`src/rtl/pipeline_hazard_ctrl_pkg.sv`:
```
`default_nettype none
// ============================================================================
//  Module   : pipeline_hazard_ctrl_pkg
//  Purpose  : Shared types and constants for the pipeline hazard controller:
//             multi-cycle FSM state type, forward-select encodings and
//             counter-width helpers.
//  Ports    : none (package)
//  Revision : 1.0 - initial release
// ============================================================================
package pipeline_hazard_ctrl_pkg;

  // Multi-cycle execute unit FSM states.
  typedef enum logic [1:0] {
    MC_IDLE = 2'd0,
    MC_BUSY = 2'd1,
    MC_DONE = 2'd2
  } mcState_t;

  // Operand-select encodings driven on ForwardAE / ForwardBE.
  localparam logic [1:0] FWD_RF = 2'b00;  // register file value
  localparam logic [1:0] FWD_M  = 2'b10;  // ALU result in memory stage
  localparam logic [1:0] FWD_W  = 2'b01;  // result in writeback stage

  // Bits needed to hold any value 0..maxVal (never less than one bit).
  function automatic int cntWidth(input int maxVal);
    if (maxVal < 1) begin
      return 1;
    end
    return $clog2(maxVal + 1);
  endfunction

  // Down-counter load for a multi-cycle op. The entry cycle and the DONE
  // cycle are spent outside the BUSY window, hence the "- 2".
  function automatic int mcLoadValue(input int latency);
    if (latency > 1) begin
      return latency - 2;
    end
    return 0;
  endfunction

endpackage
`default_nettype wire

```
`src/rtl/pipeline_hazard_ctrl_fwd_sel.sv`:
```
`default_nettype none
// ============================================================================
//  Module   : hazard_fwd_sel
//  Purpose  : Operand forwarding select for one execute-stage source register.
//             The memory stage has priority over writeback because it holds
//             the younger result; register x0 is never forwarded.
//  Ports    : RsE        - execute-stage source register
//             RdM, RdW   - memory / writeback destination registers
//             RegWriteM  - memory-stage instruction writes the register file
//             RegWriteW  - writeback-stage instruction writes the register file
//             ForwardE   - operand select (FWD_RF / FWD_M / FWD_W)
//  Revision : 1.0 - initial release
// ============================================================================
module hazard_fwd_sel #(
  parameter int AW = 5
) (
  input  logic [AW-1:0] RsE,
  input  logic [AW-1:0] RdM,
  input  logic [AW-1:0] RdW,
  input  logic          RegWriteM,
  input  logic          RegWriteW,
  output logic [1:0]    ForwardE
);

  import pipeline_hazard_ctrl_pkg::*;

  logic w_hitM;
  logic w_hitW;

  assign w_hitM = RegWriteM && (RdM != '0) && (RdM == RsE);
  assign w_hitW = RegWriteW && (RdW != '0) && (RdW == RsE);

  always_comb begin
    ForwardE = FWD_RF;
    if (w_hitM) begin
      ForwardE = FWD_M;
    end else if (w_hitW) begin
      ForwardE = FWD_W;
    end
  end

endmodule
`default_nettype wire

```
`src/rtl/pipeline_hazard_ctrl.sv`:
```
`default_nettype none
// ============================================================================
//  Module   : pipeline_hazard_ctrl
//  Purpose  : Hazard unit for a 5-stage pipeline: operand forwarding,
//             load-use stall, branch flush, multi-cycle (mul/div) execute
//             occupancy FSM and a saturating stall-cycle counter.
//  Ports    : clk                 - clock, rising edge
//             reset               - asynchronous active-low reset
//             Rs1D, Rs2D          - decode-stage source registers
//             Rs1E, Rs2E, RdE     - execute-stage sources / destination
//             RdM, RdW            - memory / writeback destinations
//             RegWriteM/W         - stage writes the register file
//             ResultSrcE0         - load instruction in execute
//             PCSrcE              - taken branch/jump resolved in execute
//             McStartE            - multi-cycle op present in execute
//             ForwardAE/BE        - operand selects (00 RF, 10 M, 01 W)
//             StallF/D/E          - hold stage register
//             FlushD/E/M          - clear stage register to a bubble
//             McBusy              - multi-cycle unit occupied
//             StallCount          - saturating count of StallF cycles
//  Revision : 1.0 - initial release
// ============================================================================
module pipeline_hazard_ctrl #(
  parameter int AW         = 5,
  parameter int MC_LATENCY = 4,
  parameter int CNT_W      = 16
) (
  input  logic             clk,
  input  logic             reset,
  input  logic [AW-1:0]    Rs1D,
  input  logic [AW-1:0]    Rs2D,
  input  logic [AW-1:0]    Rs1E,
  input  logic [AW-1:0]    Rs2E,
  input  logic [AW-1:0]    RdE,
  input  logic [AW-1:0]    RdM,
  input  logic [AW-1:0]    RdW,
  input  logic             RegWriteM,
  input  logic             RegWriteW,
  input  logic             ResultSrcE0,
  input  logic             PCSrcE,
  input  logic             McStartE,
  output logic [1:0]       ForwardAE,
  output logic [1:0]       ForwardBE,
  output logic             StallF,
  output logic             StallD,
  output logic             StallE,
  output logic             FlushD,
  output logic             FlushE,
  output logic             FlushM,
  output logic             McBusy,
  output logic [CNT_W-1:0] StallCount
);

  import pipeline_hazard_ctrl_pkg::*;

  localparam int                  MC_CNT_W     = cntWidth(MC_LATENCY);
  localparam logic [MC_CNT_W-1:0] MC_LOAD      = MC_CNT_W'(mcLoadValue(MC_LATENCY));
  // A single-cycle op never engages the FSM.
  localparam logic                MC_USES_FSM  = (MC_LATENCY > 1);
  // A two-cycle op has no BUSY cycles to spend: entry goes straight to DONE
  // so that E is occupied for exactly two cycles.
  localparam logic                MC_SKIP_BUSY = (MC_LATENCY == 2);

  mcState_t            r_mcState;
  mcState_t            w_mcStateNext;
  logic [MC_CNT_W-1:0] r_mcCnt;
  logic [MC_CNT_W-1:0] w_mcCntNext;
  logic                w_mcStall;
  logic                w_lwStall;
  logic [1:0]          w_fwdA;
  logic [1:0]          w_fwdB;
  logic [CNT_W-1:0]    r_stallCount;

  // --------------------------------------------------------------------------
  // Forwarding: one selector per execute-stage operand.
  // --------------------------------------------------------------------------
  hazard_fwd_sel #(.AW(AW)) u_fwdA (
    .RsE       (Rs1E),
    .RdM       (RdM),
    .RdW       (RdW),
    .RegWriteM (RegWriteM),
    .RegWriteW (RegWriteW),
    .ForwardE  (w_fwdA)
  );

  hazard_fwd_sel #(.AW(AW)) u_fwdB (
    .RsE       (Rs2E),
    .RdM       (RdM),
    .RdW       (RdW),
    .RegWriteM (RegWriteM),
    .RegWriteW (RegWriteW),
    .ForwardE  (w_fwdB)
  );

  // --------------------------------------------------------------------------
  // Load-use hazard: the load in E produces its value too late for the
  // instruction in D.
  // --------------------------------------------------------------------------
  assign w_lwStall = ResultSrcE0 && (RdE != '0) && ((RdE == Rs1D) || (RdE == Rs2D));

  // --------------------------------------------------------------------------
  // Multi-cycle FSM: state register.
  // --------------------------------------------------------------------------
  always_ff @(posedge clk or negedge reset) begin
    if (!reset) begin
      r_mcState <= MC_IDLE;
      r_mcCnt   <= '0;
    end else begin
      r_mcState <= w_mcStateNext;
      r_mcCnt   <= w_mcCntNext;
    end
  end

  // --------------------------------------------------------------------------
  // Multi-cycle FSM: next-state logic.
  // BUSY leaves when the down-counter reaches zero this cycle, so the stall
  // window is entry cycle + (MC_LATENCY-2) BUSY cycles, and DONE is the final
  // cycle of the op in E.
  // --------------------------------------------------------------------------
  always_comb begin
    w_mcStateNext = r_mcState;
    w_mcCntNext   = r_mcCnt;
    case (r_mcState)
      MC_IDLE: begin
        if (McStartE && MC_USES_FSM) begin
          w_mcCntNext = MC_LOAD;
          if (MC_SKIP_BUSY) begin
            w_mcStateNext = MC_DONE;
          end else begin
            w_mcStateNext = MC_BUSY;
          end
        end
      end
      MC_BUSY: begin
        if (r_mcCnt != '0) begin
          w_mcCntNext = r_mcCnt - 1'b1;
        end
        if (r_mcCnt <= MC_CNT_W'(1)) begin
          w_mcStateNext = MC_DONE;
        end
      end
      MC_DONE: begin
        // McStartE still shows the finishing op here; it must not restart.
        w_mcStateNext = MC_IDLE;
      end
      default: begin
        w_mcStateNext = MC_IDLE;
        w_mcCntNext   = '0;
      end
    endcase
  end

  // --------------------------------------------------------------------------
  // Multi-cycle FSM: outputs. The entry cycle stalls combinationally so the
  // op is held in E from its very first cycle.
  // --------------------------------------------------------------------------
  always_comb begin
    w_mcStall = 1'b0;
    case (r_mcState)
      MC_IDLE: w_mcStall = McStartE && MC_USES_FSM;
      MC_BUSY: w_mcStall = 1'b1;
      default: w_mcStall = 1'b0;
    endcase
  end

  // --------------------------------------------------------------------------
  // Pipeline control outputs, all forced inactive while reset is held.
  // While the multi-cycle op is held in E a load-use stall must not bubble E.
  // --------------------------------------------------------------------------
  assign StallF    = reset && (w_lwStall || w_mcStall);
  assign StallD    = reset && (w_lwStall || w_mcStall);
  assign StallE    = reset && w_mcStall;
  assign FlushD    = reset && PCSrcE;
  assign FlushE    = reset && ((w_lwStall && !w_mcStall) || PCSrcE);
  assign FlushM    = reset && w_mcStall;
  assign McBusy    = reset && w_mcStall;
  assign ForwardAE = reset ? w_fwdA : FWD_RF;
  assign ForwardBE = reset ? w_fwdB : FWD_RF;

  // --------------------------------------------------------------------------
  // Stall-cycle counter, saturating at all-ones.
  // --------------------------------------------------------------------------
  always_ff @(posedge clk or negedge reset) begin
    if (!reset) begin
      r_stallCount <= '0;
    end else if (StallF && (r_stallCount != '1)) begin
      r_stallCount <= r_stallCount + 1'b1;
    end
  end

  assign StallCount = r_stallCount;

endmodule
`default_nettype wire

```
`config.mk`:
```
export PLATFORM = sky130hd
export DESIGN_NAME = pipeline_hazard_ctrl
export DESIGN_NICKNAME = d
export VERILOG_FILES = /design/src/rtl/pipeline_hazard_ctrl_pkg.sv /design/src/rtl/pipeline_hazard_ctrl_fwd_sel.sv /design/src/rtl/pipeline_hazard_ctrl.sv
export SDC_FILE = /design/constraint.sdc
export NUM_CORES = 1
export LEC_CHECK = 0
export CAP_MARGIN = 25
export CORE_MARGIN = 3
export CORE_UTILIZATION = 38
export DETAILED_ROUTE_END_ITERATION = 6
export GPL_ROUTABILITY_DRIVEN = 0
export GPL_TIMING_DRIVEN = 0
export HOLD_SLACK_MARGIN = 0.15
export PLACE_DENSITY_LB_ADDON = 0.2
export SYNTH_ARGS = -nofsm -noshare
export SYNTH_HDL_FRONTEND = slang
export SYNTH_SLANG_ARGS = --single-unit
```
`constraint.sdc`:
```
create_clock -name clk -period 1.9 [get_ports clk]
set_input_delay 0.475 -clock clk [delete_from_list [all_inputs] [get_ports clk]]
set_output_delay 0.475 -clock clk [all_outputs]
set_load 0.01 [all_outputs]
```
[Word-level counts from Yosys, hierarchy flattened]
Index checks and enable logic that the tools add are counted.
Word-level totals
  word-level logic and storage cells: 57
  memory bits (writable): 0
  memories kept: 0
  latch bits: 0
  bits in read-only memories: 0
  output and inout bits: 27
  input port bits: 42
  register bits after elaboration: 21
Operators by class
  reductions and logical operators: 25
  add/subtract/negate cells: 2
  multipliers: 0
  multiplexer cells: 13
  divide/modulo/power cells: 0
  bitwise logic cells: 1
  shift operators: 0
  order comparisons: 1
  equality and inequality tests: 12
Operators with widths (count)
  equality test 5 bit: 6
  adder 16 x 1 -> 16 bit, second input constant: 1
  inequality test 16 bit, second input constant: 1
  nonzero test 5 bit: 3
  logical AND 1 bit: 14
  2-to-1 mux 2 bit: 6
  one-hot mux 3 bit (3 select lines): 1
  2-to-1 mux 3 bit: 2
  inequality test 2 bit, second input constant: 3
  one-hot mux 2 bit (2 select lines): 1
  less-or-equal comparator 3 x 1 -> 1 bit, second input constant: 1
  logical OR 1 bit: 3
  AND reduction 3 bit: 1
  nonzero test 3 bit: 1
  subtractor 3 x 1 -> 3 bit, second input constant: 1
  equality test 2 x 1 -> 1 bit, second input constant: 1
  equality test 2 bit, second input constant: 1
  logical NOT 2 bit: 1
  2-to-1 mux 1 bit: 2
  one-hot mux 1 bit (2 select lines): 1
  AND reduction 2 bit: 1
  logical NOT 1 bit: 1
  inverter 1 bit: 1

[Logic depth before layout (Yosys ltp)]
  word-level depth: 6
  gate-level depth with buffers: 8
  gate-level depth less buffers: 7

[Cells and area by module]
From an unflattened synthesis, not the netlist that was laid out.
Second synthesis, totals
  cell total of the unflattened synthesis: 176
  area total of the unflattened synthesis: 1584.0 sq um
Modules (own cells, without submodules)
  pipeline_hazard_ctrl: seq. area each 525.5 sq um, area an instance 1266.2 sq um, cells each 134, instances 1
  hazard_fwd_sel: seq. area each 0.0 sq um, area an instance 158.9 sq um, cells each 21, instances 2

[Worst setup path after synthesis]
Ideal clock, no wire load.
  kind: input -> output
  start point: in RdM[0]
  end point: out ForwardAE[0]
  slack: -0.243 ns
  data required time: 1.425 ns
  buffers on the path: 0
  arrival time: 1.668 ns
  stages: 4
  cells stage by stage: or4_1 > o21ai_1 > nor4_1 > nor4_1
On the way
  word-level cells in the longest chain between the ends: 5
  elaborated cells on any way between the ends: 6
  classes of those cells: 1 x eq/ne; 2 x mux; 3 x reduce/logical
RTL lines
  start: declaration: line pipeline_hazard_ctrl.sv:35  | input logic [AW-1:0] RdM,
  nonzero test 5 bit: line pipeline_hazard_ctrl_fwd_sel.sv:30  | assign w_hitM = RegWriteM && (RdM != '0) && (RdM == RsE);
  logical AND 1 bit: line pipeline_hazard_ctrl_fwd_sel.sv:30
  logical AND 1 bit *: line pipeline_hazard_ctrl_fwd_sel.sv:30
  2-to-1 mux 2 bit *: line pipeline_hazard_ctrl_fwd_sel.sv:35  | if (w_hitM) begin
  2-to-1 mux 2 bit *: line pipeline_hazard_ctrl.sv:177  | assign ForwardAE = reset ? w_fwdA : FWD_RF;
  end: declaration: line pipeline_hazard_ctrl.sv:42  | output logic [1:0] ForwardAE,
Mark *: on every way between the ends. The rest lies on a longest branch, timed or not.

[Worst setup path after layout]
  start point: in RdM[4]
  end point: out ForwardBE[1]
On the way
  word-level cells in the longest chain between the ends: 5
  elaborated cells on any way between the ends: 6
  classes of those cells: 1 x eq/ne; 2 x mux; 3 x reduce/logical
RTL lines
  nonzero test 5 bit: line pipeline_hazard_ctrl_fwd_sel.sv:30
  logical AND 1 bit: line pipeline_hazard_ctrl_fwd_sel.sv:30
  logical AND 1 bit *: line pipeline_hazard_ctrl_fwd_sel.sv:30
  2-to-1 mux 2 bit *: line pipeline_hazard_ctrl_fwd_sel.sv:35
  2-to-1 mux 2 bit *: line pipeline_hazard_ctrl.sv:178  | assign ForwardBE = reset ? w_fwdB : FWD_RF;
  end: declaration: line pipeline_hazard_ctrl.sv:43  | output logic [1:0] ForwardBE,
Marked as above.

==> results.ini <==
[outcome]
status = finished with violations
violations = setup timing

[worst_setup_path]
crit_arrival_ns = 1.74
crit_path_max_incr_delay_ns = 0.53
cp_data_required_time_ns = 1.42
crit_type = in -> out
worstPathCellList = buf_8, or4_4, o21ai_4, buf_4, nor4_4, and2_1, buf_2
start_kind = input port
cp_slowest_cell = or4_4
rrSetupSlack_ns = 0.19
cp-end-kind = primary output
ff2ff_path_depth = 5
crit_family = simple AND/OR/NAND/NOR gates
r2r-start = StallCount[13]$_DFFE_PN0P_
worst-path-buf-inv = 3
regToRegEndpoint = StallCount[1]$_DFFE_PN0P_
worstPathMaxFanout = 2

[sta]
slew-limit-headroom_pct = 75.1
timing.fmax_mhz = 452
period_share_pct = 116
holdWs_ns = 0.178
finalSetupViolCount = 7
tightest_slew_ns = 0.372
finalCriticalPeriod_ns = 2.21
rsz0062_at_grt = yes
drv_slew = 0
worst_slack_ns = -0.310
finalHoldViolCount = 0
clock_skew_ns = 0.00368

[global_route]
antenna_found_initial = 0
grtUsageTotal_pct = 19.0
grt-ovfl-total = 0
grt_max_degree = 18
grt_first_pass_wirelength_um = 7760
grt_pass1_vias = 1656

[floorplanning]
die_x_um = 70.2
start_util_pct = 41.2
die_area_sq_mm = 0.00492
dieHeight_um = 70.2
core_area_sq_mm = 0.00380
ios = 69
rows = 22

[pwr]
total_power_w = 0.00221
internal_power_w = 0.00138
combPwrFrac_pct = 54.2
switching_power_w = 0.000830
p_seq_share_pct = 32.6
p_per_area_mw_per_mm2 = 815
p_leak_nw = 1.21
switching_share_pct = 37.6
peakVddDrop_v = 0.000448
clkPwrFrac_pct = 13.2

[logic_synthesis]
synthAdderAreaFrac_pct = 2.40
ys_seq_elements = 21
synth-xor-area-share_pct = 21.8
synth_nets = 213
ys_seq_area_share_pct = 33.6
synth_area_sq_mm = 0.00156
synthCells = 168
postSynthAreaPerCell_sq_um = 9.31
ys_types = 44
synth_top_family_by_area = simple AND/OR/NAND/NOR gates
yosys-mux-area-fraction_pct = 2.40
yosys.area_share.simple_pct = 22.9
synth_compound_area_share_pct = 13.3
yosys_warnings = 0

[routing]
wire_per_inst_um = 15.2
firstDrtPassIters = 4
via_per_inst = 5.26
vias = 1672
antenna_left = 0
finalWirelength_um = 4820
drc = 0
initialDrtViolationCount = 48

[placement]
hpwlAfterDp_um = 3310
post-place-ws_ns = -1.60
portBuffers = 68

[cts]
clk_pin_slew_ns = 0.08
worst_skew_pair.late_latency_ns = 0.26
clk_path_buf_depth = 2
cts-buffers-inserted = 3
ctsHtreeMaxLevel = 1
root_buffer = clkbuf_8
cts_tree = built
clock-sinks = 21

[finish]
insertedDiodeCount = 0
drive_gt1_share_pct = 41.5
fill_cells = 296
nets = 316
area_delta_synth_final_pct = 73.4
multiInputGateArea_sq_mm = 0.00116
ff_latch_area_sq_um = 527

[min_path]
hold_class = in -> async

[flow_run]
drv_cap = 0

metrics by stage:
stage / area (sq um) / utilization [%] / instances / setup TNS [ns]
after floorplan: 1600 / - / 168 / -0.100
after global placement: 2340 / 61.7 / 284 / -33.28
after detailed placement: 2370 / 62.4 / 285 / -22.44
after CTS: 2530 / 66.5 / 303 / -1.84
after global routing: 2710 / 71.4 / 318 / -2.07
final: 2710 / 71.4 / 318 / -1.40
final cells by class:
type,instances,area share [%]
flip-flops and latches,21,19.4
clock inverters,1,0.185
multi-input cells,137,42.9
well taps,48,2.21
inverters,6,0.923
plain buffers,3,0.969
repair buffers,99,31.9
clock buffers,3,1.52
placed cells by master, fill, tap and decap left out, types with 8 or more instances in the layout:
cell,n
xnor2_2,8
dfrtp_1,20
buf_2,18
xor2_1,17
clkdlybuf4s50_1,18
nand2_1,15
buf_4,29
buf_6,13
nand3_1,9
a21oi_1,8
xnor2_1,14
what timing repair did:
item	4_1_cts	5_1_grt
buffers inserted	13	16
endpoints found under the setup margin	27	13
endpoints found under the hold margin	8	0
hold buffers	1	0
cloned	0	1
gates resized for setup	176	46
pin swaps	37	23
power groups by stage:
stage / Combinational, W / Clock [W] / Sequential (W)
floorplan: 0.000559 / 0 / 0.000730
global placement: 0.000992 / 0 / 0.000726
detailed placement: 0.00102 / 0 / 0.000731
CTS: 0.00114 / 0.000300 / 0.000712
global route: 0.00131 / 0.000323 / 0.000743
finish: 0.00120 / 0.000293 / 0.000721
synthesized netlist by cell type (all sizes together):
library cell / number / area [sq um]
a31oi: 3 / 18.8
inv: 6 / 22.5
mux2: 3 / 37.5
a21boi: 1 / 7.51
nand4b: 1 / 8.76
o21bai: 1 / 7.51
a22oi: 1 / 7.51
nand3: 12 / 70.1
nor3b: 1 / 12.5
nor4: 4 / 25.0
xor2: 17 / 149
nor2: 10 / 42.5
nor3: 2 / 10.0
a41oi: 1 / 8.76
nand4: 4 / 31.3
nand2: 17 / 68.8
o22a: 1 / 8.76
dfrtp: 21 / 526
o32ai: 2 / 17.5
a41o: 1 / 11.3
nand2b: 1 / 6.26
a211oi: 2 / 25.0
o22ai: 2 / 18.8
o211a: 1 / 10.0
and2: 3 / 18.8
nor2b: 1 / 6.26
ha: 3 / 37.5
or4: 4 / 30.0
and4: 1 / 8.76
o211ai: 1 / 7.51
o21ai: 2 / 10.0
a21oi: 8 / 40.0
a311oi: 1 / 8.76
buf: 4 / 33.8
xnor2: 22 / 193
and3: 3 / 18.8
kinds of logic (layout without fill, tap and decap cells):
family	count (synthesis)	after routing
compound gates	28	28
xor+xnor	39	39
fa+ha+maj	3	3
buf+inv	10	112
flops	21	21
mux	3	3
simple gates	64	64
tightest hold or removal path, cell delays in order:
cell    delay (ns)
buf_12        0.08
buf_16        0.10
buf_4         0.10
state kept, by name, indices dropped and copies added (netlist names):
signal / count
StallCount: 16
r_mcState: 2
r_mcCnt: 3
routing by layer:
| metal | GRT usage [%] | share of wire (%) | wire [um] | vias to the layer above |
|---|---|---|---|---|
| met3 | 3.45 | 6.5 | 311 | 4 |
| met1 | 28.5 | 48 | 2300 | 789 |
| met5 | 0 | 0 | 0 | - |
| met4 | 3.19 | 0.68 | 33 | 0 |
| li1 | - | - | - | 806 |
| met2 | 28.6 | 45 | 2170 | 73 |
how the worst max path moves through the flow:
stage          startpoint      endpoint  slack (ns)  cells after the start
2_1_floorplan      RdW[3]  ForwardAE[0]       -0.05                      3
3_3_place_gp        reset  ForwardAE[0]       -1.98                      5
3_5_place_dp        reset  ForwardAE[0]       -1.60                      6
4_1_cts            RdM[4]  ForwardBE[0]       -0.43                      7
5_1_grt            RdM[4]  ForwardBE[0]       -0.38                      7
6_report           RdM[4]  ForwardBE[1]       -0.31                      7
Note: power is estimated with default switching activity, not from simulation.
